===== config.mk =====
export PLATFORM = sky130hd
export DESIGN_NAME = step_counter_ctl_flat
export DESIGN_NICKNAME = d
export VERILOG_FILES = /design/src/rtl/step_counter_ctl_if.sv /design/src/rtl/step_counter_ctl.sv /design/src/flat_wrapper.sv
export SDC_FILE = /design/constraint.sdc
export NUM_CORES = 1
export LEC_CHECK = 0
export ABC_AREA = 1
export CAP_MARGIN = 20
export CORE_UTILIZATION = 45
export DETAILED_ROUTE_END_ITERATION = 8
export PLACE_DENSITY = 0.79
export SLEW_MARGIN = 40
export SYNTH_ARGS = -nofsm -noshare
export SYNTH_HDL_FRONTEND = slang
export SYNTH_SLANG_ARGS = --single-unit

===== constraint.sdc =====
create_clock -name clk -period 1.6 [get_ports clk]
set_input_delay 0.32 -clock clk [delete_from_list [all_inputs] [get_ports clk]]
set_output_delay 0.32 -clock clk [all_outputs]
set_load 0.01 [all_outputs]

===== src/rtl/step_counter_ctl_if.sv =====
// Control/status bundle for step_counter_ctl: load/step controls in, count and sequencing flags out.
interface step_counter_ctl_if #(
  parameter int unsigned WIDTH = 12
) ();
  logic             load;
  logic [WIDTH-1:0] load_val;
  logic [WIDTH-1:0] limit;
  logic             cnt_enb;
  logic [1:0]       xmode;
  logic             dir;
  logic             periodic;
  logic [WIDTH-1:0] count;
  logic             tc;
  logic             done;
  logic             busy;

  modport master (
    output load, load_val, limit, cnt_enb, xmode, dir, periodic,
    input  count, tc, done, busy
  );

  modport slave (
    input  load, load_val, limit, cnt_enb, xmode, dir, periodic,
    output count, tc, done, busy
  );
endinterface


===== src/rtl/step_counter_ctl.sv =====
// Loadable up/down step counter with limit compare; stops in DONE (one-shot) or reloads (periodic).
module step_counter_ctl #(
  parameter int unsigned WIDTH = 12,
  parameter int unsigned STEP1 = 1,
  parameter int unsigned STEP2 = 4,
  parameter int unsigned STEP3 = 8
) (
  input logic               clk,
  input logic               rst_n,
  step_counter_ctl_if.slave bus
);

  typedef enum logic [1:0] {
    StIdle,
    StRun,
    StDone
  } state_e;

  // Steps widened by one bit so every compare is carry-exact.
  localparam logic [WIDTH:0] Step1W = (WIDTH + 1)'(STEP1);
  localparam logic [WIDTH:0] Step2W = (WIDTH + 1)'(STEP2);
  localparam logic [WIDTH:0] Step3W = (WIDTH + 1)'(STEP3);

  logic [1:0] rst_sync_q;
  logic       rst_core_n;

  state_e           state_q, state_d;
  logic [WIDTH-1:0] count_q, count_d;
  logic             tc_q, tc_d;
  logic             done_q, done_d;
  logic             busy_q, busy_d;

  logic [WIDTH:0]   step;
  logic [WIDTH:0]   count_w;
  logic [WIDTH:0]   limit_w;
  logic [WIDTH:0]   sum_w;
  logic [WIDTH:0]   diff_w;
  logic [WIDTH:0]   lim_plus_w;
  logic             hit;
  logic [WIDTH-1:0] nxt;

  // Asynchronous assertion, release aligned to clk.
  always_ff @(posedge clk or negedge rst_n) begin
    if (!rst_n) begin
      rst_sync_q <= 2'b00;
    end else begin
      rst_sync_q <= {rst_sync_q[0], 1'b1};
    end
  end

  assign rst_core_n = rst_sync_q[1];

  always_comb begin
    step = '0;
    unique case (bus.xmode)
      2'b00: step = '0;
      2'b01: step = Step1W;
      2'b10: step = Step2W;
      2'b11: step = Step3W;
      default: step = '0;
    endcase
  end

  assign count_w    = {1'b0, count_q};
  assign limit_w    = {1'b0, bus.limit};
  assign sum_w      = count_w + step;
  assign diff_w     = count_w - step;
  assign lim_plus_w = limit_w + step;

  always_comb begin
    hit = 1'b0;
    nxt = count_q;
    if (step == '0) begin
      hit = (count_q == bus.limit);
    end else if (!bus.dir) begin
      hit = (sum_w >= limit_w);
      nxt = sum_w[WIDTH-1:0];
    end else begin
      // diff_w cannot underflow on the no-hit path since count > limit + step.
      hit = (count_w <= lim_plus_w);
      nxt = diff_w[WIDTH-1:0];
    end
  end

  always_comb begin
    state_d = state_q;
    count_d = count_q;
    tc_d    = 1'b0;
    if (bus.load) begin
      state_d = StRun;
      count_d = bus.load_val;
    end else begin
      unique case (state_q)
        StIdle: state_d = StIdle;
        StRun: begin
          if (bus.cnt_enb) begin
            if (hit) begin
              tc_d = 1'b1;
              if (bus.periodic) begin
                count_d = bus.load_val;
              end else begin
                count_d = bus.limit;
                state_d = StDone;
              end
            end else begin
              count_d = nxt;
            end
          end
        end
        StDone: state_d = StDone;
        default: state_d = StIdle;
      endcase
    end
    done_d = (state_d == StDone);
    busy_d = (state_d == StRun);
  end

  always_ff @(posedge clk or negedge rst_core_n) begin
    if (!rst_core_n) begin
      state_q <= StIdle;
      count_q <= '0;
      tc_q    <= 1'b0;
      done_q  <= 1'b0;
      busy_q  <= 1'b0;
    end else begin
      state_q <= state_d;
      count_q <= count_d;
      tc_q    <= tc_d;
      done_q  <= done_d;
      busy_q  <= busy_d;
    end
  end

  assign bus.count = count_q;
  assign bus.tc    = tc_q;
  assign bus.done  = done_q;
  assign bus.busy  = busy_q;

endmodule


===== src/flat_wrapper.sv =====
// flat-port wrapper written by rule: the top's interface ports become plain ports
module step_counter_ctl_flat 
#(
  parameter int unsigned WIDTH = 12,
  parameter int unsigned STEP1 = 1,
  parameter int unsigned STEP2 = 4,
  parameter int unsigned STEP3 = 8
)
  (clk, rst_n, bus_load, bus_load_val, bus_limit, bus_cnt_enb, bus_xmode, bus_dir, bus_periodic, bus_count, bus_tc, bus_done, bus_busy);
  step_counter_ctl_if #(.WIDTH(WIDTH)) bus_i ();
  input logic clk;
  input logic rst_n;
  input wire logic [$bits(bus_i.load)-1:0] bus_load;
  input wire logic [$bits(bus_i.load_val)-1:0] bus_load_val;
  input wire logic [$bits(bus_i.limit)-1:0] bus_limit;
  input wire logic [$bits(bus_i.cnt_enb)-1:0] bus_cnt_enb;
  input wire logic [$bits(bus_i.xmode)-1:0] bus_xmode;
  input wire logic [$bits(bus_i.dir)-1:0] bus_dir;
  input wire logic [$bits(bus_i.periodic)-1:0] bus_periodic;
  output wire logic [$bits(bus_i.count)-1:0] bus_count;
  output wire logic [$bits(bus_i.tc)-1:0] bus_tc;
  output wire logic [$bits(bus_i.done)-1:0] bus_done;
  output wire logic [$bits(bus_i.busy)-1:0] bus_busy;
  assign bus_i.load = bus_load;
  assign bus_i.load_val = bus_load_val;
  assign bus_i.limit = bus_limit;
  assign bus_i.cnt_enb = bus_cnt_enb;
  assign bus_i.xmode = bus_xmode;
  assign bus_i.dir = bus_dir;
  assign bus_i.periodic = bus_periodic;
  assign bus_count = bus_i.count;
  assign bus_tc = bus_i.tc;
  assign bus_done = bus_i.done;
  assign bus_busy = bus_i.busy;
  step_counter_ctl #(.WIDTH(WIDTH), .STEP1(STEP1), .STEP2(STEP2), .STEP3(STEP3)) u_core (.clk(clk), .rst_n(rst_n), .bus(bus_i));
endmodule

==> After elaboration in Yosys (flattened, before gate mapping) <==
Index checks and enable logic that the tools add are counted.
W data, S select, Z words.
{ "totals": {"word_cells": 44, "inputBits": 32, "ff_bits": 19, "output_inout_bits": 15} }
{ "op_classes": {"addsub": 3, "n_mux": 19, "reduce_logical": 5, "order_cmp": 2, "n_eq_ne": 9} }
{ "ops": {"columns": ["cell", "n"], "rows": [
  ["$mux W12", 7],
  ["$pmux W13 S4", 1],
  ["$add A12 B13 Y13", 2],
  ["$ge A13 B12 Y1", 1],
  ["$le A12 B13 Y1", 1],
  ["$logic_not A13 Y1", 1],
  ["$eq A12 B12 Y1", 1],
  ["$sub A12 B12 Y12", 1],
  ["$eq A2 B2 Y1 const B", 4],
  ["$mux W2", 4],
  ["$eq A2 B1 Y1 const B", 3],
  ["$mux W1", 6],
  ["$pmux W2 S2", 1],
  ["$reduce_bool A2 Y1", 2],
  ["$ne A3 B2 Y1 const B", 1],
  ["$reduce_and A3 Y1", 1],
  ["$logic_not A2 Y1", 1]
]} }

==> Logic depth before layout (Yosys ltp) <==
Gate-level depths: netlist of the first run.
{ "logic_depth": {"depth_word": 11, "mapped_depth": 32, "ltp_nobuf": 32} }

==> Least setup slack after synthesis of the first run <==
Ideal clock, no wire load.
{ "synth_path": {"path_type": "input-to-reg", "from": "input bus_xmode[0]", "to": "register u_core.count_q[6], in the netlist u_core.bus.count[6]", "setup_slack_ns": -1.569, "cell_stages": 25, "n_path_buf": 1, "arrival_ns": 3.047, "path_cell_list": "inv_1 > nor2_1 > ha_1 > ha_1 > nand2_1 > nand2_2 > nand3_1 > nor2_1 > nand4_1 > xor2_1 > inv_1 > ha_1 > nand2_1 > clkinv_1 > nand3_1 > or3b_2 > nand3_1 > inv_1 > nand2_1 > nand2_1 > nand2_2 > nand2_4 > buf_6 > o211ai_2 > nand2_1"} }
{ "synth_between": {"elab_chain_cells": 10, "word_cells_on_any_way": 21, "classes_between": "3 x add/sub; 2 x order compare; 4 x eq/ne; 9 x mux; 3 x reduce/logical"} }
{ "synth_lines": {"columns": ["element", "line", "source"], "rows": [
  ["start: declaration", "flat_wrapper.sv:17", "input wire logic [$bits(bus_i.xmode)-1:0] bus_xmode;"],
  ["$eq A2 B2 Y1, or another cell as far along", "step_counter_ctl.sv:55", "unique case (bus.xmode)"],
  ["$pmux W13 S4 *", "step_counter_ctl.sv:55", null],
  ["$add A12 B13 Y13, on equally long branches", "step_counter_ctl.sv:66, step_counter_ctl.sv:68", null],
  ["$ge A13 B12 Y1 or $le A12 B13 Y1 (tied branches)", "step_counter_ctl.sv:76, step_counter_ctl.sv:80", null],
  ["$mux W1", "step_counter_ctl.sv:75", "end else if (!bus.dir) begin"],
  ["$mux W1", "step_counter_ctl.sv:73", "if (step == '0) begin"],
  ["$mux W12", "step_counter_ctl.sv:97", "if (hit) begin"],
  ["$mux W12", "step_counter_ctl.sv:96", "if (bus.cnt_enb) begin"],
  ["$mux W12", "step_counter_ctl.sv:93", "unique case (state_q)"],
  ["$mux W12", "step_counter_ctl.sv:89", "if (bus.load) begin"],
  ["end signal: assignment", "step_counter_ctl.sv:127", "count_q <= count_d;"],
  ["end: declaration", "step_counter_ctl.sv:28", "logic [WIDTH-1:0] count_q, count_d;"]
]} }
Every way passes the cells marked *; elsewhere a longest branch is shown, timed or not. The select of a mux whose other input is x is not followed.
A chain may end at the register's enable or synchronous reset.

==> Final worst setup path of the first run <==
{ "layout_path": {"from": "register u_core.count_q[3], in the netlist u_core.bus.count[3]", "to": "register u_core.count_q[10], in the netlist u_core.bus.count[10]"} }
{ "layout_between": {"elab_chain_cells": 8, "word_cells_on_any_way": 15, "classes_between": "2 x add/sub; 2 x order compare; 2 x eq/ne; 8 x mux; 1 x reduce/logical"} }
{ "layout_lines": {"columns": ["element", "line", "source"], "rows": [
  ["$add A12 B13 Y13", "step_counter_ctl.sv:66", "assign sum_w = count_w + step;"],
  ["$ge A13 B12 Y1", "step_counter_ctl.sv:76", "hit = (sum_w >= limit_w);"],
  ["$mux W1", "step_counter_ctl.sv:75", null],
  ["$mux W1", "step_counter_ctl.sv:73", null],
  ["$mux W12", "step_counter_ctl.sv:97", null],
  ["$mux W12", "step_counter_ctl.sv:96", null],
  ["$mux W12", "step_counter_ctl.sv:93", null],
  ["$mux W12", "step_counter_ctl.sv:89", null]
]} }
Several ways; a longest one is shown, not always the timed one. The select of a mux whose other input is x is not followed.

==> results of run 1 <==
[report_power, final]
part,leakage [nW],switching [W],internal (W)
Combinational,2.24,0.00123,0.00109
Sequential,0.230,0.0000586,0.000539
Clock,0.0228,0.000168,0.000178
Total,2.49,0.00146,0.00181
[logic make-up (layout without fill, tap and decap cells)]
| group | after synthesis | count (layout) | synth area share [%] |
|---|---|---|---|
| and+or+nand+nor | 229 | 231 | 34.62 |
| buffers and inverters | 84 | 254 | 11.54 |
| AOI/OAI and AO/OA | 57 | 57 | 13.02 |
| adders and majority gates | 34 | 34 | 14.86 |
| xor gates and xnor gates | 29 | 29 | 8.873 |
| DFF | 19 | 19 | 16.61 |
| other | 1 | 1 | 0.1310 |
| muxes | 1 | 1 | 0.3497 |
[through the flow]
stage / setup WS, ps / total power (W) / hold WS [ps] / instances / area, um2
6_report: -1692 / 0.003268 / 94.14 / 701 / 4821
4_1_cts: -1367 / 0.003000 / 94.43 / 696 / 4668
2_1_floorplan: -1429 / 0.001545 / 24.41 / 454 / 2945
3_3_place_gp: -2244 / 0.002395 / 81.06 / 671 / 4275
5_1_grt: -1847 / 0.003447 / 112.1 / 701 / 4821
3_5_place_dp: -2284 / 0.002435 / 86.20 / 671 / 4275
[cell usage after synthesis (7+ instances only)]
library cell	n
xor2_1	20
clkbuf_1	7
o21ai_0	25
nand4_1	8
dfrtp_1	19
xnor2_1	9
o211ai_1	10
nand2_1	135
a21oi_1	10
inv_1	67
nor3_1	7
ha_1	34
nand3_1	28
nor2_1	33
[cell type report]
cell class	instances	area [um2]
Multi-Input combinational cell	353	2462
Timing Repair Buffer	178	1456
Fill cell	394	1205
Sequential cell	19	476.7
Inverter	72	286.5
Tap cell	75	93.84
Clock buffer	4	45.04
[worst max path at each step]
stage	slack, ps	to	start
2_1_floorplan	-1430	u_core.bus.count[6]$_DFFE_PN0P_	bus_xmode[0]
4_1_cts	-1370	u_core.bus.done$_DFF_PN0_	bus_xmode[0]
5_1_grt	-1850	u_core.bus.count[10]$_DFFE_PN0P_	u_core.bus.count[3]$_DFFE_PN0P_
6_report	-1690	u_core.bus.count[10]$_DFFE_PN0P_	u_core.bus.count[3]$_DFFE_PN0P_
3_3_place_gp	-2240	u_core.bus.count[9]$_DFFE_PN0P_	bus_xmode[0]
3_5_place_dp	-2280	u_core.bus.done$_DFF_PN0_	bus_xmode[0]
[state kept, by name, indices dropped and copies added, names as in the netlist]
| name | count |
|---|---|
| u_core.bus.busy | 1 |
| u_core.bus.done | 1 |
| u_core.state_q | 2 |
| u_core.bus.tc | 1 |
| u_core.rst_sync_q | 2 |
| u_core.bus.count | 12 |
[critical path, stage by stage (launching register included)]
cell and delay, ps:
dfrtp_1 430, ha_4 310, inv_1 70, buf_4 140, nand2_1 70, nand2_1 70, nand2_2 120, buf_4 150
xor2_2 190, ha_1 280, nand2_2 80, nor2_2 50, nand2_1 80, nand2_1 80, nor2_1 100, nand2_1 60
nand2_1 100, nand2_2 70, nand2_2 100, nand2_4 70, nand3_2 150, nand2_4 100, o211ai_1 160, nand3_1 110
nand2_1 90
[routing by layer]
layer / up-vias / wire [um] / share of wire (%) / track usage [%]
li1: 1805 / - / - / -
met1: 1785 / 4654 / 39 / 42.08
met2: 235 / 5671 / 48 / 57.93
met3: 45 / 1101 / 9.3 / 4.556
met4: 0 / 459 / 3.9 / 15.09
met5: - / 0 / 0 / 0
[timing repair]
action / CTS / global route
resized for setup: 75 / 30
pin swaps: 34 / 29
gates cloned: 2 / 0
endpoints found under the setup margin: 29 / 17
buffers inserted: 19 / 6
==> impl_metrics.yaml, run 1 <==
outcome:
  status: "complete, but fails checks"
  violations: "negative setup slack"
synth:
  synth_seq_cells: 19
  synthCells: 454
  synth_area_leaders: "nand2_1, dfrtp_1, ha_1"
  yosysWarnings: 0
  synth.distinct_cells: 38
  yosysSeqAreaShare_pct: 16.61
  yosys.area.top_type: "nand2_1"
  avgSynthCellArea_um2: 6.306
  synth_area_um2: 2863
  async_reset_ff_share_pct: 100.0
  synth_edf_count: 0
  syn_nets: 520
  synth_top_area_share_pct: 17.70
  ys.flop_type: "dfrtp_1"
placed_design:
  gp_congestion: 1.061
  dpl.hpwl_mm: 7.896
  io_buffers: 46
global_route:
  grt_pass1_vias: 3693
  grt_pass1_wl_mm: 17.06
  grt_antenna_before_repair: 0
  grt_max_degree: 15
  overflow: 0
  track_usage_pct: 33.90
clock_tree:
  cts_buffers: 3
  tritoncts: "built"
  cts_hold_buffers: 0
  ctsRootBufferMaster: "clkbuf_8"
  cts.sinks: 19
  clockBufferDepth: 2
  h-tree-depth: 1
  clk_latency_ps: 260
  path_clk_slew_ps: 70
drt:
  ant_nets: 0
  routedWlPerCell_um: 16.96
  routed_wirelength_mm: 11.89
  num_vias: 3870
  avgViaCountPerCell: 5.521
  drc: 0
  firstDrtPassIters: 7
  drtIter0Drc: 288
worst_setup_path:
  r2r-end: "u_core.bus.count[10]$_DFFE_PN0P_"
  crit_type: "reg -> reg"
  r2r-start: "u_core.bus.count[3]$_DFFE_PN0P_"
  end_kind: "register"
  cp.arrival_ps: 3490
  reg2regPathDepth: 24
  crit_required_ps: 1800
  startpoint_type: "register"
  regToRegSetupSlack_ps: -1690
  cp_max_fo: 5
layout:
  drive_gt1_share_pct: 37.22
  final_core_utilization_pct: 80.00
  nNetsFinal: 693
  antenna_cells: 0
  syn_to_final_growth_pct: 68.40
  final_common_cell: "buf_4"
  final_cell_mix: "buf_4, nand2_1, inv_1"
die:
  initial_core_util_pct: 47.51
  core-area_um2: 6026
  die_h_um: 81.76
  dieArea_um2: 6685
  fp.dieW_um: 81.76
  rows: 28
  ios: 47
hold_path:
  hold_path.class: "reg -> async"
pwr:
  leakage_nw: 2.489
  peakVddDrop_mv: 0.6774
  p_per_area_nw_per_um2: 677.9
sta:
  final-max-slew-violation-count: 0
  rsz0062_at_grt: "true"
  min_period_ps: 3292
  skew_ps: 2.145
  post-route-period-util_pct: 205.7
  fmax_ghz: 0.3038
  setup_ws_ps: -1692
  tns_ps: -27790
  finalSetupViolCount: 17
  final_hold_viol_count: 0
run:
  drv_cap: 0
(Power assumes the default switching activity.)
==> run 2: changes to the inputs <==
--- a/config.mk
+++ b/config.mk
@@ -8,8 +8,9 @@
 export ABC_AREA = 1
 export CAP_MARGIN = 20
 export CORE_UTILIZATION = 45
+export CTS_BUF_LIST = sky130_fd_sc_hd__clkbuf_8
 export DETAILED_ROUTE_END_ITERATION = 8
-export PLACE_DENSITY = 0.79
+export PLACE_DENSITY = 0.69
 export SLEW_MARGIN = 40
 export SYNTH_ARGS = -nofsm -noshare
 export SYNTH_HDL_FRONTEND = slang
==> run 2 against run 1 <==
Effect of this change: the flow still finishes with violations (negative setup slack); clock skew is 9.7 ps higher; routed wire length is 3.9% higher; first-iteration DRC count is 30% higher; largest power group unchanged; sequential share of layout area is 0.10 points lower; maximum frequency is 7.2% lower; global-route usage is 1.9 points higher; critical path type unchanged; critical path depth is 2 higher; clock-buffer cell count is 1 lower; non-clock buffer count is 10 lower; combinational power is 3% higher; clock power is 4% higher.
==> impl_metrics.yaml, run 2 (synthesized netlist as in run 1, its figures left out) <==
outcome:
  status: "complete, but fails checks"
  violations: "negative setup slack"
drt:
  avgViaCountPerCell: 5.724
  drtIter0Drc: 375
  drc: 0
  routedWlPerCell_um: 17.87
  routed_wirelength_mm: 12.35
  firstDrtPassIters: 5
  num_vias: 3955
  ant_nets: 0
worst_setup_path:
  cpMostUsedCell: "nand2_2"
  end_kind: "register"
  crit_type: "reg -> reg"
  startpoint_type: "register"
  crit_slowest_cell: "dfrtp_2"
  cp_num_buf_inv: 3
  cp.arrival_ps: 3700
  worst-path-stages: 26
  cp_max_fo: 8
  crit_family: "simple AND/OR/NAND/NOR gates"
  critPathMaxStageDelay_ps: 450
  crit_required_ps: 1750
  reg2regPathDepth: 26
pwr:
  leakage_nw: 2.478
  peakVddDrop_mv: 0.7355
  p_per_area_nw_per_um2: 689.2
  p_total_w: 0.003358
sta:
  finalSetupViolCount: 18
  final_hold_viol_count: 0
  setup_ws_ps: -1947
  post-route-period-util_pct: 221.7
  final-max-slew-violation-count: 0
  rsz0062_at_grt: "true"
  min_period_ps: 3547
  fmax_ghz: 0.2819
  skew_ps: 11.87
layout:
  regArea_um2: 476.7
  final_common_cell: "buf_4"
  nNetsFinal: 683
  multi_input_area_um2: 2520
  drive_gt1_share_pct: 37.18
  syn_to_final_growth_pct: 70.19
  antenna_cells: 0
  final_cell_mix: "buf_4, nand2_1, inv_1"
  design_area_um2: 4872
  largest_reg_flops: 12
  final_core_utilization_pct: 80.86
  fillerInstances: 391
global_route:
  grt_pass1_vias: 3775
  grt_busiest_layer: "met2"
  track_usage_pct: 35.81
  grtUsageMet2_pct: 60.50
  gr-usage-met1_pct: 43.89
  grt_antenna_before_repair: 0
  overflow: 0
  grt_pass1_wl_mm: 17.88
  grt_max_degree: 19
  grt.met3_usage_pct: 5.889
placed_design:
  placed_area_um2: 4250
  gp_congestion: 0.9633
  io_buffers: 46
  dpl.hpwl_mm: 8.124
die:
  initial_core_util_pct: 47.51
  ios: 47
  fp.dieW_um: 81.76
  rows: 28
  die_h_um: 81.76
  dieArea_um2: 6685
  core-area_um2: 6026
clock_tree:
  tritoncts: "built"
  cts_buffers: 3
  h-tree-depth: 1
  path_clk_slew_ps: 90
  ctsRootBufferMaster: "clkbuf_8"
  cts.sinks: 19
  clk_latency_ps: 270
  clockBufferDepth: 2
hold_path:
  hold_path.class: "reg -> async"
run:
  drv_cap: 0
[run 2: worst paths after layout]
| check | startpoint | endpoint | slack (ps) |
|---|---|---|---|
| hold reg to reg | u_core.rst_sync_q[1]$_DFF_PN0_ | u_core.bus.count[2]$_DFFE_PN0P_ | 110 |
| max in group asynchronous | u_core.rst_sync_q[1]$_DFF_PN0_ | u_core.bus.count[7]$_DFFE_PN0P_ | 1000 |
| setup / recovery | u_core.bus.count[2]$_DFFE_PN0P_ | u_core.bus.count[11]$_DFFE_PN0P_ | -1950 |
| setup reg to reg | u_core.bus.count[2]$_DFFE_PN0P_ | u_core.bus.count[11]$_DFFE_PN0P_ | -1950 |
| hold / removal | u_core.rst_sync_q[1]$_DFF_PN0_ | u_core.bus.count[2]$_DFFE_PN0P_ | 110 |
| min in group clk | u_core.rst_sync_q[0]$_DFF_PN0_ | u_core.rst_sync_q[1]$_DFF_PN0_ | 370 |
[run 2: area by class of cell]
cell class / instances / area share, %
inverters: 72 / 5.932
repair buffers: 168 / 29.64
multi-input cells: 353 / 51.72
clock inverters: 1 / 0.1541
flip-flops and latches: 19 / 9.784
clock buffers: 3 / 0.8475
well taps: 75 / 1.926
[run 2: through the flow]
step | TNS [ps] | hold WS [ps] | setup slack [ps] | std cells
2_1_floorplan | -22490 | 24.41 | -1429 | 454
3_3_place_gp | -36410 | 104.7 | -2200 | 666
3_5_place_dp | -38300 | 108.0 | -2313 | 666
4_1_cts | -23110 | 116.1 | -1406 | 684
5_1_grt | -32980 | 123.8 | -1973 | 691
6_report | -32300 | 114.7 | -1947 | 691
[run 2: repair_timing]
action / in CTS / in global routing
gates resized for setup: 89 / 34
pin swaps: 34 / 28
cloned: 2 / 0
hold buffers: 0 / 0
endpoints found under the hold margin: 0 / 0
endpoints found under the setup margin: 29 / 19
buffers inserted: 12 / 7
[run 2: report_power, final]
group          switching [W]  internal (W)  leakage (nW)  total (W)
combinational        0.00129       0.00111          2.23    0.00240
sequential         0.0000585      0.000539         0.230   0.000597
clock               0.000185      0.000176        0.0217   0.000361
[run 2: routing by layer]
metal | part of all wire, % | wire [um]
met2 | 45 | 5542
met4 | 6.8 | 834
met5 | 0 | 0
met1 | 38 | 4663
met3 | 11 | 1308
==> run 3: changes to the inputs <==
--- a/config.mk
+++ b/config.mk
@@ -11,6 +11,7 @@
 export CTS_BUF_LIST = sky130_fd_sc_hd__clkbuf_8
 export DETAILED_ROUTE_END_ITERATION = 8
 export PLACE_DENSITY = 0.69
+export RECOVER_POWER = 50
 export SLEW_MARGIN = 40
 export SYNTH_ARGS = -nofsm -noshare
 export SYNTH_HDL_FRONTEND = slang
==> constraint.sdc (replaced) <==
create_clock -name clk -period 4.1 [get_ports clk]
set_input_delay 0.82 -clock clk [delete_from_list [all_inputs] [get_ports clk]]
set_output_delay 0.82 -clock clk [all_outputs]
set_load 0.01 [all_outputs]
==> run 3 against run 2 <==
Effect of this change: the run now ends clean; largest power group unchanged; via count fell by 18%; critical endpoint is now u_core.bus.done$_DFF_PN0_; clock power fell by 60%; sequential share of layout area rose by 2.8 points.
==> impl_metrics.yaml, run 3 (synthesized netlist as in run 1, its figures left out) <==
clock_tree:
  cts.sinks: 19
  clk_latency_ps: 270
  clockBufferDepth: 2
  path_clk_slew_ps: 90
  h-tree-depth: 1
  cts_buffers: 3
  cts_hold_buffers: 0
  tritoncts: "built"
  ctsRootBufferMaster: "clkbuf_8"
drt:
  num_vias: 3244
  routedWlPerCell_um: 14.96
  drtIter0Drc: 274
  routed_wirelength_mm: 8.963
  avgViaCountPerCell: 5.416
  ant_nets: 0
  drc: 0
  firstDrtPassIters: 5
die:
  dieArea_um2: 6685
  ios: 47
  fp.dieW_um: 81.76
  initial_core_util_pct: 47.51
  core-area_um2: 6026
  die_h_um: 81.76
  rows: 28
layout:
  drive_gt1_share_pct: 15.65
  syn_to_final_growth_pct: 31.77
  antenna_cells: 0
  final_cells: 599
  largest_reg_flops: 12
  final_common_cell: "nand2_1"
  fillerInstances: 563
  final_cell_mix: "nand2_1, inv_1, clkdlybuf4s50_1"
  nNetsFinal: 591
sta:
  final-max-slew-violation-count: 0
  relSlewSlack_pct: 44.42
  fmax_ghz: 0.2557
  fin_hold_ws_ps: 323.6
  finalSetupViolCount: 0
  min_period_ps: 3911
  final_hold_viol_count: 0
  skew_ps: 8.988
  tightest_slew_ps: 831.2
  post-route-period-util_pct: 95.40
global_route:
  grt_pass1_wl_mm: 13.89
  grt_pass1_vias: 3008
  track_usage_pct: 27.28
  grt_max_degree: 25
  grt_antenna_before_repair: 0
  overflow: 0
run:
  drv_cap: 0
pwr:
  p_switching_w: 0.0004559
  p_per_area_nw_per_um2: 263.1
  power.internal_w: 0.0005365
  power_frac_comb_pct: 59.4
  p_total_w: 0.0009924
  p_seq_share_pct: 26.0
  leakage_nw: 1.928
  clkPwrFrac_pct: 14.6
  switching_share_pct: 45.94
  peakVddDrop_mv: 0.1838
worst_setup_path:
  crit_required_ps: 4320
  cp.arrival_ps: 4130
  cp_max_fo: 4
  startpoint_type: "input port"
  end_kind: "register"
  crit_slowest_cell: "clkdlybuf4s50_1"
  crit_type: "in -> reg"
  cpMostUsedCell: "nand2_1"
  critPathMaxStageDelay_ps: 520
placed_design:
  io_buffers: 46
  dpl.hpwl_mm: 6.820
  placed_cells: 592
  gp_congestion: 0.9021
hold_path:
  hold_path.class: "reg -> async"
outcome:
  status: "finished clean"
[run 3: changes by cell type in the layout (fill, tap and decap cells not counted), moves of 8 or more]
cell	previous run	this run
dlygate4sd2_1	14	0
ha_4	10	0
nand2_1	108	129
buf_4	111	31
ha_1	24	32
nand3_1	17	26
nand3_2	12	3
nand2_2	25	9
[run 3: metrics by stage]
stage | worst slack (ps) | setup TNS (ps) | util (%) | instance area, um2
5_1_grt | -22.42 | -30.33 | 62.60 | 3772
4_1_cts | 8.741 | 0 | 60.65 | 3655
6_report | 188.6 | 0 | 62.60 | 3772
3_3_place_gp | -216.3 | -3103 | 59.32 | 3575
2_1_floorplan | 431.1 | 0 | - | 2863
3_5_place_dp | -345.9 | -5083 | 59.32 | 3575
[run 3: worst paths after layout]
check                                           startpoint  slack, ps                             end  depth (start not counted)
min reg2reg                 u_core.rst_sync_q[1]$_DFF_PN0_        320         u_core.bus.tc$_DFF_PN0_                          0
max                                           bus_limit[0]        190       u_core.bus.done$_DFF_PN0_                         26
min                         u_core.rst_sync_q[1]$_DFF_PN0_        320         u_core.bus.tc$_DFF_PN0_                          0
max reg2reg                u_core.bus.count[2]$_DFFE_PN0P_        740       u_core.bus.done$_DFF_PN0_                         30
min in group clk            u_core.rst_sync_q[0]$_DFF_PN0_        360  u_core.rst_sync_q[1]$_DFF_PN0_                          0
max in group asynchronous                            rst_n       3210  u_core.rst_sync_q[1]$_DFF_PN0_                          1
[run 3: area by class of cell]
type	count	area [um2]	share of cell area, %
Inverter	72	270.3	7.164
Clock inverter	1	5.005	0.1327
Multi-Input combinational cell	352	2193	58.14
Tap cell	75	93.84	2.488
Sequential cell	19	475.5	12.60
Timing Repair Buffer	77	693.2	18.37
Clock buffer	3	41.29	1.095
[run 3: power groups by stage]
stage / sequential [W] / combinational (W) / clock [W]
floorplan: 0.000252 / 0.000342 / 0
global placement: 0.000260 / 0.000536 / 0
detailed placement: 0.000260 / 0.000551 / 0
CTS: 0.000256 / 0.000560 / 0.000143
global route: 0.000263 / 0.000657 / 0.000153
finish: 0.000258 / 0.000590 / 0.000145
[run 3: metal layers]
metal  routed length (um)  global-route usage, %  share of wire, %
met2                 4283                  45.79                48
met5                    0                      0                 0
met1                 3962                  36.23                44
met4                  183                  9.298               2.0
met3                  533                  2.667               5.9
[run 3: repair_timing]
| item | in CTS | in global routing |
|---|---|---|
| pin swaps | 1 | 7 |
| cloned | 0 | 1 |
| setup buffers | 1 | 1 |
| gates resized for setup | 5 | 28 |
| setup endpoints to repair | 16 | 16 |
[run 3: worst max-delay path, delay by kind of cell]
family | cells | cell delay, ps
xor+xnor | 1 | 150
fa+ha+maj | 3 | 630
buf+inv | 4 | 680
simple gates | 18 | 1850
==> patch (settings of run 3) <==
Encoding of `state_e`: now one-hot (3 bits for 3 states).
--- a/src/rtl/step_counter_ctl.sv
+++ b/src/rtl/step_counter_ctl.sv
@@ -11,8 +11,8 @@
 );
 
-  typedef enum logic [1:0] {
-    StIdle,
-    StRun,
-    StDone
+  typedef enum logic [2:0] {
+    StIdle = 3'b001,
+    StRun  = 3'b010,
+    StDone = 3'b100
   } state_e;
 
Check against the original RTL: no difference found for any inputs over 10 cycles, from zero or initial values and one cycle with rst_n low; not proved beyond that.
==> patch against run 3 <==
  * Sequential cell count up 1
  * First-iteration DRC count decreased by 11%
  * Final cell count up 2.2%
  * Worst setup slack gained 230 ps
  * Total power is 22% higher
  * Clock power grew 39%
  * Area after synthesis is 1.7% higher
  * Wire length is 11% lower
  * Final area down 3.9%
  * Via count shrank 1.5%
==> patch: results (changes against run 3) <==
| Metric | Value |
|---|---|
| TritonCTS Buffers | 3 (unchanged) |
| Clock latency on the worst-skew pair | 270 ps (about the same) |
| Final net count | 602 (+1.9%) |
| Largest net degree at the start of global routing | 27 (+8.0%) |
| Post-Place Cells | 608 (+2.7%) |
| Worst Tran Pin Value | 743 ps (-88.2 ps) |
| Max FO, Critical Path | 8 (+4) |
| Vias in the first global route | 2946 (-2.1%) |
| First-iteration detailed-routing DRC count | 245 (-11%) |
| DR vias | 3196 (-1.5%) |
| Mux contribution to synthesized area | 0% (-0.35 points) |
| Compound-Gate Fraction of Synth Area | 8.55% (-4.5 points) |
| Synth cell types | 32 (-16%) |
| Cell-internal power | 665 uW (+24%) |
| Worst path top cell family by delay | simple AND/OR/NAND/NOR gates |
| Max FFs per register | 12 (unchanged) |
| # diodes | 0 (unchanged) |
| Synth area leaders | nand2_1 (21%), dfrtp_1 (16%), ha_1 (14%) |
| Sequential-to-total area share from yosys stat | 17.2% (+0.62 points) |
| Synth warn | 0 (unchanged) |
| Clock skew | 8.56 ps (-0.433 ps) |
| DRT Pass-1 Iters | 4 (-1) |
| EDFF count, synth | 0 (unchanged) |
| Prevailing post-synth register cell | dfrtp_1 |
| Synth cell count leaders | nand2_1 (165), inv_1 (54), nor2_1 (48) |
| Port bufs | 46 (unchanged) |
| GPL Wtd Cong | 0.928 (+2.8%) |
| ANT nets after route | 0 (unchanged) |
| CTS clk-pin slew, worst paths | 80 ps |
| Xor/xnor share of the synthesized area | 9.02% (+0.15 points) |
| Slowest CP cell | clkdlybuf4s50_1 |
| Adder-cell share of the synthesized area | 13.7% (-1.1 points) |
| First-pass GRT wire length | 13200 um (-4.7%) |
| Mapped Avg Cell Area | 6.01 sq um (-4.8%) |
| WP data arrival | 3840 ps (-290 ps) |
| Root buf cell | clkbuf_8 |
| Mapped cell area | 2910 sq um (+1.7%) |
| Initial antenna violation count | 0 (unchanged) |
| Syn_nets | 549 (+5.6%) |
| Total Wirelength | 8000 um (-11%) |
| Detailed Place HPWL | 6420 um (-5.9%) |
| Remaining DRCs | 0 (unchanged) |
| Clk buf depth | 2 (unchanged) |
| Worst Hold Class | register to asynchronous set/reset pin |
| Maximum VDD drop | 263 uV (+43%) |
| All-layer global routing usage | 25.4% (-1.9 points) |
| Asr flop ratio synth | 100% (unchanged) |
| Post-DP Area | 3520 sq um (-1.5%) |
| Status | finished clean |
| Ratio of cells with drive above 1 in the final layout | 7.64% (-8.0 points) |
| H-tree Lvls | 1 (unchanged) |
| Max stage delay on crit path | 520 ps (about the same) |
| Static leakage | 0.00195 uW (+0.95%) |
| Drt wl/cell | 13.1 um (-13%) |
## patch: cell count changes in the layout (fill, tap and decap cells not counted), moves of 10 or more
cell / before / now
nand3_1: 26 / 47
nand2_1: 129 / 164
buf_4: 31 / 17
nor2_1: 29 / 45
inv_1: 65 / 54
o211ai_1: 10 / 0
## patch: area by class of cell
| class | count | area (sq um) |
|---|---|---|
| clock buffers | 3 | 41.3 |
| clock inverters | 1 | 30.0 |
| fillers | 615 | 2470 |
| inverters | 57 | 214 |
| multi-input cells | 392 | 2140 |
| flip-flops and latches | 20 | 502 |
| well taps | 75 | 93.8 |
| repair buffers | 64 | 604 |
## patch: cell families (layout without fill, tap and decap cells)
logic type / Yosys count / count (layout)
other cells: 1 / 1
fa+ha+maj: 32 / 32
xor+xnor: 30 / 30
compound gates: 45 / 45
simple gates: 284 / 284
flops: 20 / 20
buf+inv: 73 / 125
## patch: path summary, 6_finish.rpt
| kind | startpoint | to | slack (ps) | depth (start not counted) |
|---|---|---|---|---|
| min reg2reg | u_core.rst_sync_q[1] | u_core.bus.count[0] | 310 | 0 |
| min | u_core.rst_sync_q[1] | u_core.bus.count[0] | 310 | 0 |
| max reg2reg | u_core.bus.count[3] | u_core.bus.count[7] | 840 | 23 |
| max | bus_limit[0] | u_core.bus.count[7] | 420 | 24 |
| max in group asynchronous | rst_n | u_core.rst_sync_q[1] | 3210 | 1 |
| min in group clk | u_core.rst_sync_q[0] | u_core.rst_sync_q[1] | 370 | 0 |
## patch: what timing repair did
| action | 4_1_cts | 5_1_grt |
|---|---|---|
| buffers inserted | 0 | 0 |
| endpoints found under the setup margin | 0 | 17 |
| resized for setup | 0 | 10 |
## patch: metrics by stage
stage	setup WS (ps)	hold slack, ps	setup TNS (ps)
finish	418	313	0
floorplan	674	226	0
global route	44.1	377	0
detailed placement	-157	331	-1730
CTS	126	331	0
global placement	-98.9	341	-742
## patch: per-layer routing
metal / share of wire (%) / vias to the layer above / global-route usage [%]
li1: - / 1648 / -
met1: 49 / 1459 / 34.6
met2: 45 / 80 / 43.3
met3: 4.5 / 9 / 1.98
met4: 1.4 / 0 / 5.96
met5: 0 / - / 0
## patch: power groups by stage
stage / Combinational (uW) / Clock, uW / Sequential (uW)
floorplan: 476 / 0 / 284
global placement: 674 / 0 / 310
detailed placement: 688 / 0 / 309
CTS: 693 / 201 / 306
global route: 796 / 208 / 315
finish: 698 / 202 / 307
